### src/rtl/sprite_fetch_unit_if.sv
// Sprite fetch bus: frame control, scan position, sprite ROM port and pixel output.
interface sprite_fetch_unit_if #(
    parameter int ADDR_W = 15
) ();

    logic              frame_start;
    logic [9:0]        sprite_x;
    logic [9:0]        sprite_y;
    logic              face_left;
    logic [9:0]        DrawX;
    logic [9:0]        DrawY;
    logic              pix_valid_in;
    logic [ADDR_W-1:0] read_address;
    logic [23:0]       rom_data;
    logic [23:0]       pixel_out;
    logic              pixel_on;
    logic              pixel_valid_out;
    logic [11:0]       opaque_count;

    // Driver side: video timing, sprite position and the ROM model
    modport master (
        output frame_start, sprite_x, sprite_y, face_left,
        output DrawX, DrawY, pix_valid_in, rom_data,
        input  read_address, pixel_out, pixel_on, pixel_valid_out, opaque_count
    );

    // Fetch unit side
    modport slave (
        input  frame_start, sprite_x, sprite_y, face_left,
        input  DrawX, DrawY, pix_valid_in, rom_data,
        output read_address, pixel_out, pixel_on, pixel_valid_out, opaque_count
    );

endinterface

### src/rtl/sprite_fetch_unit.sv
// Sprite fetch unit: maps the scan position onto a sprite ROM address, hides the
// one-cycle ROM latency, keys out the transparent colour and counts opaque pixels
// per frame. Three-stage pipeline, one pixel per clock, all outputs registered.
module sprite_fetch_unit #(
    parameter int          SPR_W     = 30,
    parameter int          SPR_H     = 29,
    parameter int          ADDR_W    = 15,
    parameter logic [23:0] KEY_COLOR = 24'hFFFFFF
) (
    input logic                Clk,
    input logic                Reset,
    sprite_fetch_unit_if.slave bus
);

    localparam logic signed [10:0] SPR_W_S = 11'(SPR_W);
    localparam logic signed [10:0] SPR_H_S = 11'(SPR_H);
    localparam logic [11:0]        CNT_MAX = 12'hFFF;

    // Shadow copies of the sprite placement, refreshed only at frame_start
    logic [9:0]        shadowX_q, shadowX_d;
    logic [9:0]        shadowY_q, shadowY_d;
    logic              shadowFace_q, shadowFace_d;

    // Stage 1: address, hit and valid
    logic [ADDR_W-1:0] readAddress_q, readAddress_d;
    logic              hitD1_q, hitD1_d;
    logic              validD1_q, validD1_d;

    // Stage 2: hit and valid aligned with the ROM data
    logic              hitD2_q, hitD2_d;
    logic              validD2_q, validD2_d;

    // Stage 3: keyed pixel output
    logic              pixelOn_q, pixelOn_d;
    logic [23:0]       pixelOut_q, pixelOut_d;
    logic              pixelValid_q, pixelValid_d;

    // Opaque pixel counters
    logic [11:0]       runCnt_q, runCnt_d;
    logic [11:0]       opaqueCnt_q, opaqueCnt_d;

    // Offsets of the scan position into the sprite box
    logic signed [10:0] dx, dy;
    logic signed [10:0] col;
    logic               hit;
    logic [ADDR_W-1:0]  addrCalc;

    // Shadow latch: new placement only takes effect at the frame boundary
    always_comb begin
        shadowX_d    = shadowX_q;
        shadowY_d    = shadowY_q;
        shadowFace_d = shadowFace_q;
        if (bus.frame_start) begin
            shadowX_d    = bus.sprite_x;
            shadowY_d    = bus.sprite_y;
            shadowFace_d = bus.face_left;
        end
    end

    // Stage 1 address math; signed offsets so positions left of or above the sprite never hit
    always_comb begin
        dx       = $signed({1'b0, bus.DrawX}) - $signed({1'b0, shadowX_q});
        dy       = $signed({1'b0, bus.DrawY}) - $signed({1'b0, shadowY_q});
        hit      = bus.pix_valid_in && !dx[10] && (dx < SPR_W_S) && !dy[10] && (dy < SPR_H_S);
        col      = shadowFace_q ? dx : (SPR_W_S - 11'sd1 - dx);
        addrCalc = ADDR_W'($unsigned(dy)) * ADDR_W'(SPR_W) + ADDR_W'($unsigned(col));
        readAddress_d = hit ? addrCalc : '0;
        hitD1_d       = hit;
        validD1_d     = bus.pix_valid_in;
    end

    // Stages 2 and 3: delay qualifiers past the ROM, then apply transparency keying
    always_comb begin
        hitD2_d      = hitD1_q;
        validD2_d    = validD1_q;
        pixelOn_d    = hitD2_q && (bus.rom_data != KEY_COLOR);
        pixelOut_d   = pixelOn_d ? bus.rom_data : 24'h0;
        pixelValid_d = validD2_q;
    end

    // Opaque counter: saturating running count, snapshotted and restarted at frame_start
    always_comb begin
        runCnt_d    = runCnt_q;
        opaqueCnt_d = opaqueCnt_q;
        if (bus.frame_start) begin
            opaqueCnt_d = runCnt_q;
            runCnt_d    = pixelOn_q ? 12'd1 : 12'd0;
        end else if (pixelOn_q && (runCnt_q != CNT_MAX)) begin
            runCnt_d = runCnt_q + 12'd1;
        end
    end

    // State registers; reset flushes the whole pipeline and restores a left-facing shadow
    always_ff @(posedge Clk) begin
        if (Reset) begin
            shadowX_q     <= '0;
            shadowY_q     <= '0;
            shadowFace_q  <= 1'b1;
            readAddress_q <= '0;
            hitD1_q       <= 1'b0;
            validD1_q     <= 1'b0;
            hitD2_q       <= 1'b0;
            validD2_q     <= 1'b0;
            pixelOn_q     <= 1'b0;
            pixelOut_q    <= '0;
            pixelValid_q  <= 1'b0;
            runCnt_q      <= '0;
            opaqueCnt_q   <= '0;
        end else begin
            shadowX_q     <= shadowX_d;
            shadowY_q     <= shadowY_d;
            shadowFace_q  <= shadowFace_d;
            readAddress_q <= readAddress_d;
            hitD1_q       <= hitD1_d;
            validD1_q     <= validD1_d;
            hitD2_q       <= hitD2_d;
            validD2_q     <= validD2_d;
            pixelOn_q     <= pixelOn_d;
            pixelOut_q    <= pixelOut_d;
            pixelValid_q  <= pixelValid_d;
            runCnt_q      <= runCnt_d;
            opaqueCnt_q   <= opaqueCnt_d;
        end
    end

    assign bus.read_address    = readAddress_q;
    assign bus.pixel_on        = pixelOn_q;
    assign bus.pixel_out       = pixelOut_q;
    assign bus.pixel_valid_out = pixelValid_q;
    assign bus.opaque_count    = opaqueCnt_q;

endmodule

### src/flat_wrapper.sv
// flat-port wrapper written by rule: the top's interface ports become plain ports
module sprite_fetch_unit_flat 
#(
    parameter int          SPR_W     = 30,
    parameter int          SPR_H     = 29,
    parameter int          ADDR_W    = 15,
    parameter logic [23:0] KEY_COLOR = 24'hFFFFFF
)
  (Clk, Reset, bus_frame_start, bus_sprite_x, bus_sprite_y, bus_face_left, bus_DrawX, bus_DrawY, bus_pix_valid_in, bus_rom_data, bus_read_address, bus_pixel_out, bus_pixel_on, bus_pixel_valid_out, bus_opaque_count);
  sprite_fetch_unit_if #(.ADDR_W(ADDR_W)) bus_i ();
  input logic Clk;
  input logic Reset;
  input wire logic [$bits(bus_i.frame_start)-1:0] bus_frame_start;
  input wire logic [$bits(bus_i.sprite_x)-1:0] bus_sprite_x;
  input wire logic [$bits(bus_i.sprite_y)-1:0] bus_sprite_y;
  input wire logic [$bits(bus_i.face_left)-1:0] bus_face_left;
  input wire logic [$bits(bus_i.DrawX)-1:0] bus_DrawX;
  input wire logic [$bits(bus_i.DrawY)-1:0] bus_DrawY;
  input wire logic [$bits(bus_i.pix_valid_in)-1:0] bus_pix_valid_in;
  input wire logic [$bits(bus_i.rom_data)-1:0] bus_rom_data;
  output wire logic [$bits(bus_i.read_address)-1:0] bus_read_address;
  output wire logic [$bits(bus_i.pixel_out)-1:0] bus_pixel_out;
  output wire logic [$bits(bus_i.pixel_on)-1:0] bus_pixel_on;
  output wire logic [$bits(bus_i.pixel_valid_out)-1:0] bus_pixel_valid_out;
  output wire logic [$bits(bus_i.opaque_count)-1:0] bus_opaque_count;
  assign bus_i.frame_start = bus_frame_start;
  assign bus_i.sprite_x = bus_sprite_x;
  assign bus_i.sprite_y = bus_sprite_y;
  assign bus_i.face_left = bus_face_left;
  assign bus_i.DrawX = bus_DrawX;
  assign bus_i.DrawY = bus_DrawY;
  assign bus_i.pix_valid_in = bus_pix_valid_in;
  assign bus_i.rom_data = bus_rom_data;
  assign bus_read_address = bus_i.read_address;
  assign bus_pixel_out = bus_i.pixel_out;
  assign bus_pixel_on = bus_i.pixel_on;
  assign bus_pixel_valid_out = bus_i.pixel_valid_out;
  assign bus_opaque_count = bus_i.opaque_count;
  sprite_fetch_unit #(.SPR_W(SPR_W), .SPR_H(SPR_H), .ADDR_W(ADDR_W), .KEY_COLOR(KEY_COLOR)) u_core (.Clk(Clk), .Reset(Reset), .bus(bus_i));
endmodule
### config.mk
export PLATFORM = sky130hd
export DESIGN_NAME = sprite_fetch_unit_flat
export DESIGN_NICKNAME = d
export VERILOG_FILES = /design/src/rtl/sprite_fetch_unit_if.sv /design/src/rtl/sprite_fetch_unit.sv /design/src/flat_wrapper.sv
export SDC_FILE = /design/constraint.sdc
export NUM_CORES = 1
export LEC_CHECK = 0
export CAP_MARGIN = 15
export CORE_ASPECT_RATIO = 0.75
export CORE_MARGIN = 2
export CORE_UTILIZATION = 50
export CTS_BUF_LIST = sky130_fd_sc_hd__clkbuf_4 sky130_fd_sc_hd__clkbuf_8 sky130_fd_sc_hd__clkbuf_16
export DETAILED_ROUTE_END_ITERATION = 8
export PLACE_DENSITY = 0.79
export SYNTH_ARGS = -nofsm -noshare
export SYNTH_HDL_FRONTEND = slang
export SYNTH_SLANG_ARGS = --single-unit
### constraint.sdc
create_clock -name Clk -period 14.2 [get_ports Clk]
set_clock_uncertainty 0.15 [all_clocks]
set_input_delay 1.42 -clock Clk [delete_from_list [all_inputs] [get_ports Clk]]
set_output_delay 1.42 -clock Clk [all_outputs]
set_load 0.02 [all_outputs]
==> out/metrics.yaml <==
outcome:
  outcome: "completed"
hold_path:
  hold-path-endpoint: "u_core.pixelValid_d"
  hold-path-cell-count: 1
  holdCritStartpoint: "u_core.validD1_q"
  hold_class: "flip-flop to flip-flop"
floorplan:
  dieWidth_um: 127
  pin_count: 122
  core_um2: 11000
  rows: 33
  start_util: 0.517
  die_area_um2: 12200
  die_h_um: 96.3
synth:
  syn-mean-instance-area_um2: 8.95
  mappedNetlistNets: 777
  synth_edf_count: 0
  synth_top_family_by_area: "simple AND/OR/NAND/NOR gates"
  synth_xor_area_frac: 0.0848
  yosys-mux-area-fraction: 0.0634
  ys_seq_area_frac: 0.317
  synth_cell_types: 53
  synth_top_area_cell: "dfxtp_1"
  yosys_most_used_dff: "dfxtp_1"
  synth.most_common_cell: "dfxtp_1"
  synth_commonest_cells: "dfxtp_1, inv_1, nor2_1"
  synth_seq_cells: 90
  synth.cell_area_um2: 5680
  synth-async-reset-ratio: 0
  ys.warnings.count: 0
  yosysTopAreaCellShare: 0.317
  synthAdderAreaFrac: 0.187
  syn_inst: 635
  synth-simple-area-share: 0.201
  synthTopCellsByArea: "dfxtp_1, ha_1, mux2i_1, fa_1, inv_1"
  synth_compound_area_frac: 0.0870
placed_design:
  io_buffers: 121
  dpl.cell_count: 884
  dp.final_hpwl_um: 10100
  dp_slack_ns: 6.90
  gp_congestion: 0.925
power:
  p_leak_nw: 3.11
  power_frac_comb: 0.690
  switchingPower_mw: 0.750
  max-vdd-ir-drop_uv: 281
  p_int_mw: 0.894
  pwr-share-seq: 0.157
  sw_frac_of_total: 0.456
  pwr-share-clk: 0.152
  powerDensity_nw_per_um2: 224
route:
  drt_first_pass_iters: 4
  drc: 0
  avgViaCountPerCell: 5.24
  postRouteAntennaNets: 0
  wl_um: 12700
  first_iter_violations: 184
  num_vias: 4715
  wl_per_cell_um: 14.2
clocking:
  path_clk_slew_ns: 0.07
  cts_buffers: 9
  tritoncts: "built"
  cts_max_path_buffers: 2
  h-tree-depth: 3
  clk_latency_ns: 0.34
  cts_setup_buffers: 0
  hold_buffers: 0
  cts_sinks: 90
  post_cts_resized: 0
  clockRootBuffer: "clkbuf_16"
sta:
  max_slew_margin: 0.307
  rsz0062_at_grt: "false"
  setup_tns_ns: 0
  timing.final.crit_share: 0.489
  finalSetupViolations: 0
  timing.hold.ws_ns: 0.293
  period_needed_ns: 6.95
  hold_viol: 0
  tightest_slew_ns: 1.04
  fin_ws_ns: 7.25
  clock.fmax_mhz: 144
  maxSlewViolCount: 0
cells_and_area:
  drive_gt1_frac: 0.0539
  utilization: 0.667
  diodes: 0
  area_growth_pct: 29.0
  final_net_count: 897
  fin_cells: 900
setup_path:
  end_kind: "flip-flop"
  timing.rr.end: "u_core.bus.read_address[14]"
  crit_type: "input pin to flip-flop"
  cp-start-kind: "input pin"
  rr_worst_depth: 19
  timing.rr.start: "u_core.shadowY_q[0]"
  path_max_fanout: 6
  r2r_slack_ns: 8.46
  crit_arrival_ns: 7.02
  worstPathRequired_ns: 14.28
grt:
  top_usage_layer: "met2"
  grt_pass1_wl_um: 20500
  grt.met1_usage: 0.267
  grt_overflow_total: 0
  track_usage: 0.208
  grt_pass1_vias: 4472
  grt_start_max_net_pins: 41
  grt_antenna_before_repair: 0
  use_met3: 0.0395
  use_met2: 0.361
job:
  max_cap_viol_count: 0
## area by class of cell
| cell class | instances | area (µm²) |
|---|---|---|
| Multi-Input combinational cell | 456 | 3540 |
| Clock inverter | 6 | 71.3 |
| Fill cell | 892 | 3650 |
| Clock buffer | 10 | 239 |
| Tap cell | 140 | 175 |
| Timing Repair Buffer | 122 | 1210 |
| Sequential cell | 90 | 1800 |
| Inverter | 76 | 285 |
## logic make-up after synthesis
| group | after synthesis |
|---|---|
| xor gates and xnor gates | 55 |
| buffers and inverters | 89 |
| DFF | 90 |
| and+or+nand+nor | 218 |
| adders and majority gates | 75 |
| AOI/OAI and AO/OA | 72 |
| muxes | 36 |
## metal layers
| metal | part of all wire | wire (µm) |
|---|---|---|
| met5 | 0 | 0 |
| met4 | 0.013 | 168 |
| met3 | 0.043 | 554 |
| met2 | 0.49 | 6200 |
| met1 | 0.46 | 5810 |
## critical path, stage by stage
cell and delay (ns):
clkdlybuf4s50_1 0.49, ha_1 0.32, nor2b_1 0.13, o21ai_0 0.24
a21boi_0 0.17, o221ai_1 0.28, a21oi_1 0.14, o21a_1 0.21
o211a_1 0.22, or3_1 0.49, fa_1 0.58, inv_1 0.06
fa_1 0.49, inv_1 0.04, ha_1 0.36, or4b_2 0.71
o211ai_1 0.15, o2111ai_1 0.15, xnor2_1 0.21, xnor2_1 0.13
nor2_1 0.05
## cells in the final DEF (no fill, tap or decap), types with 3 or more instances in the layout
cell type	instances
a21oi_1	24
a31oi_1	6
and2_1	25
and3_1	3
clkbuf_16	9
clkdlybuf4s50_1	120
dfxtp_1	90
fa_1	17
ha_1	56
inv_1	76
inv_6	3
mux2i_1	36
nand2_1	19
nand3_1	15
nand4_1	13
nor2_1	74
nor2_2	9
nor2b_1	16
nor3_1	16
nor4_1	3
o2111ai_1	9
o211ai_1	3
o21a_1	6
o21ai_0	6
or2_2	5
or3_1	5
xnor2_1	26
xor2_1	29
## registers in the layout, indices dropped and copies added (netlist names)
signal                      count
u_core.shadowX_q               10
u_core.bus.read_address        15
u_core.pixelValid_d             1
u_core.bus.pixel_valid_out      1
u_core.shadowFace_q             1
u_core.validD1_q                1
u_core.shadowY_q               10
u_core.bus.pixel_out           24
u_core.hitD1_q                  1
u_core.hitD2_q                  1
u_core.bus.opaque_count        12
u_core.bus.pixel_on             1
u_core.runCnt_q                12
## power groups by stage
stage / Clock, mW / Sequential (mW) / Combinational [mW]
after floorplan: 0 / 0.264 / 0.930
after global placement: 0 / 0.264 / 1.09
after detailed placement: 0 / 0.265 / 1.12
after CTS: 0.256 / 0.259 / 1.13
after global routing: 0.267 / 0.259 / 1.28
final: 0.250 / 0.259 / 1.14
## how the worst max path moves through the flow
stage / startpoint / endpoint / slack [ns] / cells past startpoint
global placement: bus_DrawY[1] / u_core.bus.read_address[14] / 7.14 / 21
detailed placement: bus_DrawY[1] / u_core.bus.read_address[14] / 6.90 / 21
global route: bus_DrawY[0] / u_core.bus.read_address[14] / 6.89 / 26
floorplan: bus_DrawY[1] / u_core.bus.read_address[14] / 7.88 / 20
finish: bus_DrawY[1] / u_core.bus.read_address[14] / 7.25 / 21
CTS: bus_DrawY[0] / u_core.bus.read_address[14] / 7.25 / 21
## per-stage QoR
stage | instance area (µm²) | total power [mW]
floorplan | 5680 | 1.19
global placement | 7020 | 1.35
detailed placement | 7020 | 1.39
CTS | 7330 | 1.64
global route | 7330 | 1.80
finish | 7330 | 1.64
Note: power is estimated with default switching activity, not from simulation.
